File: src/rtl/dot_product_accumulator_if.sv
// Handshake bundle between the multiplier output, the dot-product accumulator
// and the result consumer.
interface dot_product_accumulator_if #(
   parameter int WIDTH      = 8,
   parameter int VEC_LEN    = 16,
   parameter int PROD_WIDTH = 2*WIDTH,
   parameter int ACC_WIDTH  = PROD_WIDTH + $clog2(VEC_LEN)
);
   logic                  start;
   logic                  prod_valid;
   logic [PROD_WIDTH-1:0] prod;
   logic [ACC_WIDTH-1:0]  sum;
   logic                  sum_valid;
   logic                  sum_ack;
   logic                  busy;
   logic                  err;

   modport master (
      output start, prod_valid, prod, sum_ack,
      input  sum, sum_valid, busy, err
   );

   modport slave (
      input  start, prod_valid, prod, sum_ack,
      output sum, sum_valid, busy, err
   );
endinterface

File: src/rtl/dot_product_accumulator.sv
// Sums VEC_LEN multiplier products into one unsigned dot product and holds it
// under a valid/ack handshake.
//
// state   | meaning
// --------+-------------------------------------------------------------
// IDLE    | waiting for start; stray products are dropped and flag err
// ACC     | accepting products, one per prod_valid, gaps allowed
// DONE    | sum presented with sum_valid until sum_ack
module dot_product_accumulator #(
   parameter int WIDTH      = 8,
   parameter int VEC_LEN    = 16,
   parameter int PROD_WIDTH = 2*WIDTH,
   parameter int ACC_WIDTH  = PROD_WIDTH + $clog2(VEC_LEN)
) (
   input logic                     clk,
   input logic                     reset,
   dot_product_accumulator_if.slave bus
);
   localparam int CNT_W = $clog2(VEC_LEN);
   localparam logic [CNT_W-1:0] LAST_IDX = CNT_W'(VEC_LEN - 1);

   localparam logic [1:0] ST_IDLE = 2'd0;
   localparam logic [1:0] ST_ACC  = 2'd1;
   localparam logic [1:0] ST_DONE = 2'd2;

   logic [1:0]           state;
   logic [ACC_WIDTH-1:0] acc;
   logic [CNT_W-1:0]     count;
   logic [ACC_WIDTH-1:0] sum_r;
   logic                 sum_valid_r;
   logic                 busy_r;
   logic                 err_r;
   logic [ACC_WIDTH-1:0] prod_ext;
   logic [ACC_WIDTH-1:0] acc_next;

   assign prod_ext = ACC_WIDTH'(bus.prod);
   assign acc_next = acc + prod_ext;

   always_ff @(posedge clk) begin
      if (reset) begin
         state       <= ST_IDLE;
         acc         <= '0;
         count       <= '0;
         sum_r       <= '0;
         sum_valid_r <= 1'b0;
         busy_r      <= 1'b0;
         err_r       <= 1'b0;
      end else begin
         case (state)
            ST_IDLE: begin
               if (bus.prod_valid) err_r <= 1'b1;
               if (bus.start) begin
                  state  <= ST_ACC;
                  acc    <= '0;
                  count  <= '0;
                  busy_r <= 1'b1;
               end
            end
            ST_ACC: begin
               if (bus.prod_valid) begin
                  acc   <= acc_next;
                  count <= count + 1'b1;
                  if (count == LAST_IDX) begin
                     sum_r       <= acc_next;
                     sum_valid_r <= 1'b1;
                     state       <= ST_DONE;
                  end
               end
            end
            ST_DONE: begin
               if (bus.prod_valid) err_r <= 1'b1;
               if (bus.sum_ack) begin
                  sum_valid_r <= 1'b0;
                  // ack with start restarts without passing through IDLE
                  if (bus.start) begin
                     state <= ST_ACC;
                     acc   <= '0;
                     count <= '0;
                  end else begin
                     state  <= ST_IDLE;
                     busy_r <= 1'b0;
                  end
               end
            end
            default: begin
               state  <= ST_IDLE;
               busy_r <= 1'b0;
            end
         endcase
      end
   end

   assign bus.sum       = sum_r;
   assign bus.sum_valid = sum_valid_r;
   assign bus.busy      = busy_r;
   assign bus.err       = err_r;
endmodule

File: src/flat_wrapper.sv
// flat-port wrapper written by rule: the top's interface ports become plain ports
module dot_product_accumulator_flat 
#(
   parameter int WIDTH      = 8,
   parameter int VEC_LEN    = 16,
   parameter int PROD_WIDTH = 2*WIDTH,
   parameter int ACC_WIDTH  = PROD_WIDTH + $clog2(VEC_LEN)
)
  (clk, reset, bus_start, bus_prod_valid, bus_prod, bus_sum_ack, bus_sum, bus_sum_valid, bus_busy, bus_err);
  dot_product_accumulator_if #(.WIDTH(WIDTH), .VEC_LEN(VEC_LEN), .PROD_WIDTH(PROD_WIDTH), .ACC_WIDTH(ACC_WIDTH)) bus_i ();
  input logic clk;
  input logic reset;
  input wire logic [$bits(bus_i.start)-1:0] bus_start;
  input wire logic [$bits(bus_i.prod_valid)-1:0] bus_prod_valid;
  input wire logic [$bits(bus_i.prod)-1:0] bus_prod;
  input wire logic [$bits(bus_i.sum_ack)-1:0] bus_sum_ack;
  output wire logic [$bits(bus_i.sum)-1:0] bus_sum;
  output wire logic [$bits(bus_i.sum_valid)-1:0] bus_sum_valid;
  output wire logic [$bits(bus_i.busy)-1:0] bus_busy;
  output wire logic [$bits(bus_i.err)-1:0] bus_err;
  assign bus_i.start = bus_start;
  assign bus_i.prod_valid = bus_prod_valid;
  assign bus_i.prod = bus_prod;
  assign bus_i.sum_ack = bus_sum_ack;
  assign bus_sum = bus_i.sum;
  assign bus_sum_valid = bus_i.sum_valid;
  assign bus_busy = bus_i.busy;
  assign bus_err = bus_i.err;
  dot_product_accumulator #(.WIDTH(WIDTH), .VEC_LEN(VEC_LEN), .PROD_WIDTH(PROD_WIDTH), .ACC_WIDTH(ACC_WIDTH)) u_core (.clk(clk), .reset(reset), .bus(bus_i));
endmodule
File: config.mk
export PLATFORM = sky130hd
export DESIGN_NAME = dot_product_accumulator_flat
export DESIGN_NICKNAME = d
export VERILOG_FILES = /design/src/rtl/dot_product_accumulator_if.sv /design/src/rtl/dot_product_accumulator.sv /design/src/flat_wrapper.sv
export SDC_FILE = /design/constraint.sdc
export NUM_CORES = 1
export LEC_CHECK = 0
export CAP_MARGIN = 30
export CORE_MARGIN = 2
export CORE_UTILIZATION = 25
export DETAILED_ROUTE_END_ITERATION = 10
export DONT_BUFFER_PORTS = 1
export GPL_ROUTABILITY_DRIVEN = 0
export PLACE_DENSITY = 0.47
export SLEW_MARGIN = 40
export SYNTH_ARGS = -nofsm -noshare
export SYNTH_HDL_FRONTEND = slang
export SYNTH_SLANG_ARGS = --single-unit
File: constraint.sdc
create_clock -name clk -period 4.51 [get_ports clk]
set_clock_uncertainty 0.05 [all_clocks]
set_input_delay 0.902 -clock clk [delete_from_list [all_inputs] [get_ports clk]]
set_output_delay 0.902 -clock clk [all_outputs]
set_load 0.02 [all_outputs]
# Word level (Yosys, flattened, before mapping)
# Cells that the tools add are included.
totals:
  ff_bits: 49
  out_inout_bits: 23
  elab_cells: 50
op_classes:
  addsub: 2
  eq_ne: 8
  muxes: 22
  bitwise_logic: 1
  reduce_logical: 10
op_table:
  columns: ["operator", "count"]
  rows:
  - ["2-to-1 mux 20 bit", 3]
  - ["case mux 20 bit (3 select lines)", 1]
  - ["adder 20 x 16 -> 20 bit", 1]
  - ["2-to-1 mux 4 bit", 3]
  - ["case mux 4 bit (3 select lines)", 1]
  - ["AND reduction 4 bit", 3]
  - ["2-to-1 mux 2 bit", 4]
  - ["inequality test 2 bit (second input constant)", 4]
  - ["2-to-1 mux 1 bit", 7]
  - ["case mux 2 bit (3 select lines)", 1]
  - ["AND reduction 3 bit", 2]
  - ["adder 4 x 1 -> 4 bit (second input constant)", 1]
  - ["equality test 4 bit (second input constant)", 1]
  - ["case mux 1 bit (3 select lines)", 1]
  - ["nonzero test 3 bit", 1]
  - ["equality test 2 x 1 -> 1 bit (second input constant)", 1]
  - ["equality test 2 bit (second input constant)", 1]
  - ["zero test 2 bit", 1]
  - ["inequality test 2 x 1 -> 1 bit (second input constant)", 1]
  - ["case mux 1 bit (2 select lines)", 1]
  - ["AND reduction 2 bit", 1]
  - ["nonzero test 2 bit", 1]
  - ["OR reduction 2 bit", 1]
  - ["NOT 1 bit", 1]

# Longest topological paths before layout
depth:
  ltp_word: 4
  depth_mapped: 9
  mapped_depth_nobuf: 9

# Worst setup path after synthesis
# OpenSTA, ideal clock, no wires.
synth_timing:
  path_kind: "in2reg"
  startpoint: "input bus_prod[0]"
  endpoint: "register u_core.sum_r[16] (netlist: u_core.bus.sum[16])"
  setup_time_ns: 0.122
  t_arrival_ns: 2.620
  setup_slack_ns: 1.718
  path_stages: 9
  cell_sequence: "ha_1 inv_1 fa_1 nand2b_1 a21oi_1 o211ai_1 and3_1 and4_1 a311o_1"
synth_between:
  elab_chain_len: 1
synth_rtl:
  columns: ["item", "line_no", "source"]
  rows:
  - ["start, declared", "flat_wrapper.sv:15", "input wire logic [$bits(bus_i.prod)-1:0] bus_prod;"]
  - ["adder 20 x 16 -> 20 bit", "dot_product_accumulator.sv:37", "assign acc_next = acc + prod_ext;"]
  - ["end signal, assigned", "dot_product_accumulator.sv:64", "sum_r <= acc_next;"]
  - ["end, declared", "dot_product_accumulator.sv:29", "logic [ACC_WIDTH-1:0] sum_r;"]
# No other way between the ends.
# A chain may end at the register's enable or synchronous reset.

# Worst setup path after layout
layout_timing:
  startpoint: "input bus_prod[0]"
  endpoint: "register u_core.sum_r[14] (netlist: u_core.bus.sum[14])"
# Same word-level chain as after synthesis.

==> flow_summary.json <==
{
  "hold_viol_final": 0,
  "rsz0062_at_grt": "false",
  "synth_ff_type": "dfxtp_1",
  "slew_headroom_pct": 57.62,
  "grt_max_degree": 38,
  "synth_edf_count": 0,
  "yosysUniqueCellTypes": 58,
  "final_cell_count_no_fill": 494,
  "netlist.area_leader.share_pct": 34.03,
  "p_leak_nw": 1.119,
  "netlist_area_mm2": 0.002883,
  "fill_cells": 1215,
  "max_freq_mhz": 350.6,
  "core_mm2": 0.01132,
  "max-vdd-ir-drop_mv": 0.1617,
  "register_area_um2": 980.9,
  "hold_class": "register to register",
  "worstSetupStartpoint": "bus_prod[0]",
  "placement.cell_area_mm2": 0.002985,
  "finalCriticalPeriod_ps": 2852,
  "layout_setup_ws_ps": 1658,
  "globalRouteOverflowTotal": 0,
  "final_nets": 390,
  "powerDensity_mw_per_mm2": 305.9,
  "status": "completed",
  "root_buffer": "clkbuf_16",
  "rows": 39,
  "syn_to_final_growth_pct": 8.420,
  "finalSetupViolations": 0,
  "regToRegStartpoint": "u_core.acc[0]",
  "cts.clk_slew.worst_paths_ps": 70,
  "routedWlPerCell_um": 16.34,
  "die_h_um": 111.4,
  "numPortBuffers": 0,
  "multi_input_area_mm2": 0.001774,
  "cts_buffers": 5,
  "synth_cells": 359,
  "grt_pass1_vias": 2529,
  "async_flop_share_pct": 0,
  "synth_top_cell_by_area": "dfxtp_1",
  "avgSynthCellArea_um2": 8.030,
  "cts_tree": "done",
  "wl_um": 8070,
  "synth.top_cells.by_count": "49 x dfxtp_1, 42 x nand2_1, 37 x a21oi_1",
  "drv_cap": 0,
  "drtPass1Iterations": 4,
  "worst_slew_pin_slew_ps": 633.4,
  "drc": 0,
  "critPathMaxFanout": 6,
  "grt_pass1_wl_um": 13470,
  "finalMaxSlewViolations": 0,
  "syn-num-nets": 398,
  "synth-seq-area-share_pct": 34.03,
  "crit_buf_inv": 1,
  "finalPower_w": 0.0009561,
  "ys_ff_latch": 49,
  "vias_per_cell": 5.192,
  "crit_slowest_cell": "fa_1",
  "cpPeakStageDelay_ps": 400,
  "ctsResizeCount": 0,
  "numClockSinks": 49,
  "post_cts_buffers": 0,
  "dp.cells": 487,
  "crit_type": "input pin to register",
  "initial_core_util_pct": 25.46,
  "grtUsageMet1_pct": 18.35,
  "clock_path_buffers": 2,
  "drtIter0Drc": 145,
  "diodes": 0,
  "design_area_mm2": 0.003126,
  "crit_chain": "ha_1 > inv_1 > fa_1 > nand2b_1 > a21oi_1 > o21ai_0 > a21o_1 > o21a_1 > o221ai_1",
  "dpl.hpwl_um": 5907,
  "hold_start": "u_core.acc[6]",
  "dieArea_mm2": 0.01241,
  "busiest_layer": "met2",
  "use_met3_pct": 4.028,
  "drive_gt1_share_pct": 5.413,
  "antenna_found_initial": 0,
  "endpoint_kind": "register",
  "ys_top_cells_by_area": "dfxtp_1 34%, ha_1 7.4%, a21oi_1 6.4%, nand2_1 5.5%, nor2_1 4.2%",
  "die_x_um": 111.4,
  "worstPathArrival_ps": 3000,
  "met2_usage_pct": 20.85,
  "cp-start-kind": "input pin",
  "htree_levels": 2,
  "grtUsageTotal_pct": 13.41,
  "clk_latency_ps": 290,
  "cts_hold_buf": 0,
  "synth_most_common_cell": "dfxtp_1",
  "ios": 44,
  "fin_crit_sh_pct": 63.24,
  "fin_tns_setup_ps": 0,
  "ys_warn_count": 0,
  "cp.required_ps": 4660,
  "ant_nets": 0,
  "dp_slack_ps": 1411,
  "vias": 2565,
  "crit_family": "compound AO/OA/AOI/OAI gates"
}
-- cell usage in the layout, fill, tap and decap left out, types with 3 or more instances in the layout --
| master | n |
|---|---|
| nand3_1 | 15 |
| o21bai_1 | 3 |
| xor2_1 | 4 |
| and3_1 | 4 |
| a21boi_0 | 3 |
| ha_1 | 17 |
| or3_1 | 5 |
| o21a_1 | 6 |
| a211oi_1 | 6 |
| nand2b_1 | 4 |
| inv_1 | 10 |
| nor3_1 | 8 |
| a21oi_1 | 37 |
| nand2_1 | 42 |
| and2_1 | 3 |
| o211ai_1 | 8 |
| a22oi_1 | 7 |
| clkbuf_16 | 5 |
| a31oi_1 | 4 |
| dfxtp_1 | 49 |
| a21o_1 | 8 |
| o21ai_0 | 19 |
| xnor2_1 | 8 |
| o2111ai_1 | 4 |
| nor2_1 | 32 |
-- power breakdown --
group	internal (W)	switching (W)	total, W
clock	0.000204	0.000172	0.000376
sequential	0.000441	0.00000793	0.000449
combinational	0.0000474	0.0000835	0.000131
-- tightest hold or removal path, delay by kind of cell (launching register included) --
family	cells	cell delay, ps
AOI/OAI and AO/OA	1	50
and+or+nand+nor	1	50
DFF	1	310
-- kinds of logic after synthesis --
kind of cell | Yosys count | share of synthesized area (%)
and+or+nand+nor | 131 | 21.92
AOI/OAI and AO/OA | 122 | 27.69
DFF | 49 | 34.03
buffers and inverters | 27 | 4.644
adders and majority gates | 18 | 8.073
xor gates and xnor gates | 12 | 3.646
-- stage by stage --
step	hold WS, ps	util, %
after floorplan	379.1	-
after global placement	388.5	26.33
after detailed placement	396.0	26.37
after CTS	406.5	27.60
after global routing	436.1	27.61
final	401.3	27.61
-- final timing paths --
check / endpoint / slack (ps) / depth (start not counted)
worst min register to register: u_core.acc[6] / 400 / 2
worst max register to register: u_core.bus.sum[14] / 1920 / 9
worst max-delay path: u_core.bus.sum[14] / 1660 / 9
worst min-delay path: u_core.acc[6] / 400 / 2
-- sequential cells by signal, summed over array words and instances, names as in the netlist --
| register | count |
|---|---|
| u_core.bus.sum_valid | 1 |
| u_core.count | 4 |
| u_core.acc | 20 |
| u_core.bus.err | 1 |
| u_core.bus.sum | 20 |
| u_core.bus.busy | 1 |
| u_core.state | 2 |
-- routing by layer --
metal,vias up,wire (µm)
met5,-,0
met3,9,621
met1,1178,3772
met4,0,91
met2,73,3585
li1,1305,-
-- final cells by class --
| type | count | area share, % |
|---|---|---|
| clock buffer | 5 | 4.003 |
| clock inverter | 2 | 0.4404 |
| inverter | 10 | 1.201 |
| multi-input combinational | 283 | 56.77 |
| sequential | 49 | 31.39 |
| tap | 143 | 5.725 |
| timing repair buffer | 2 | 0.4804 |
No activity file was read; power rests on OpenSTA's default activity.
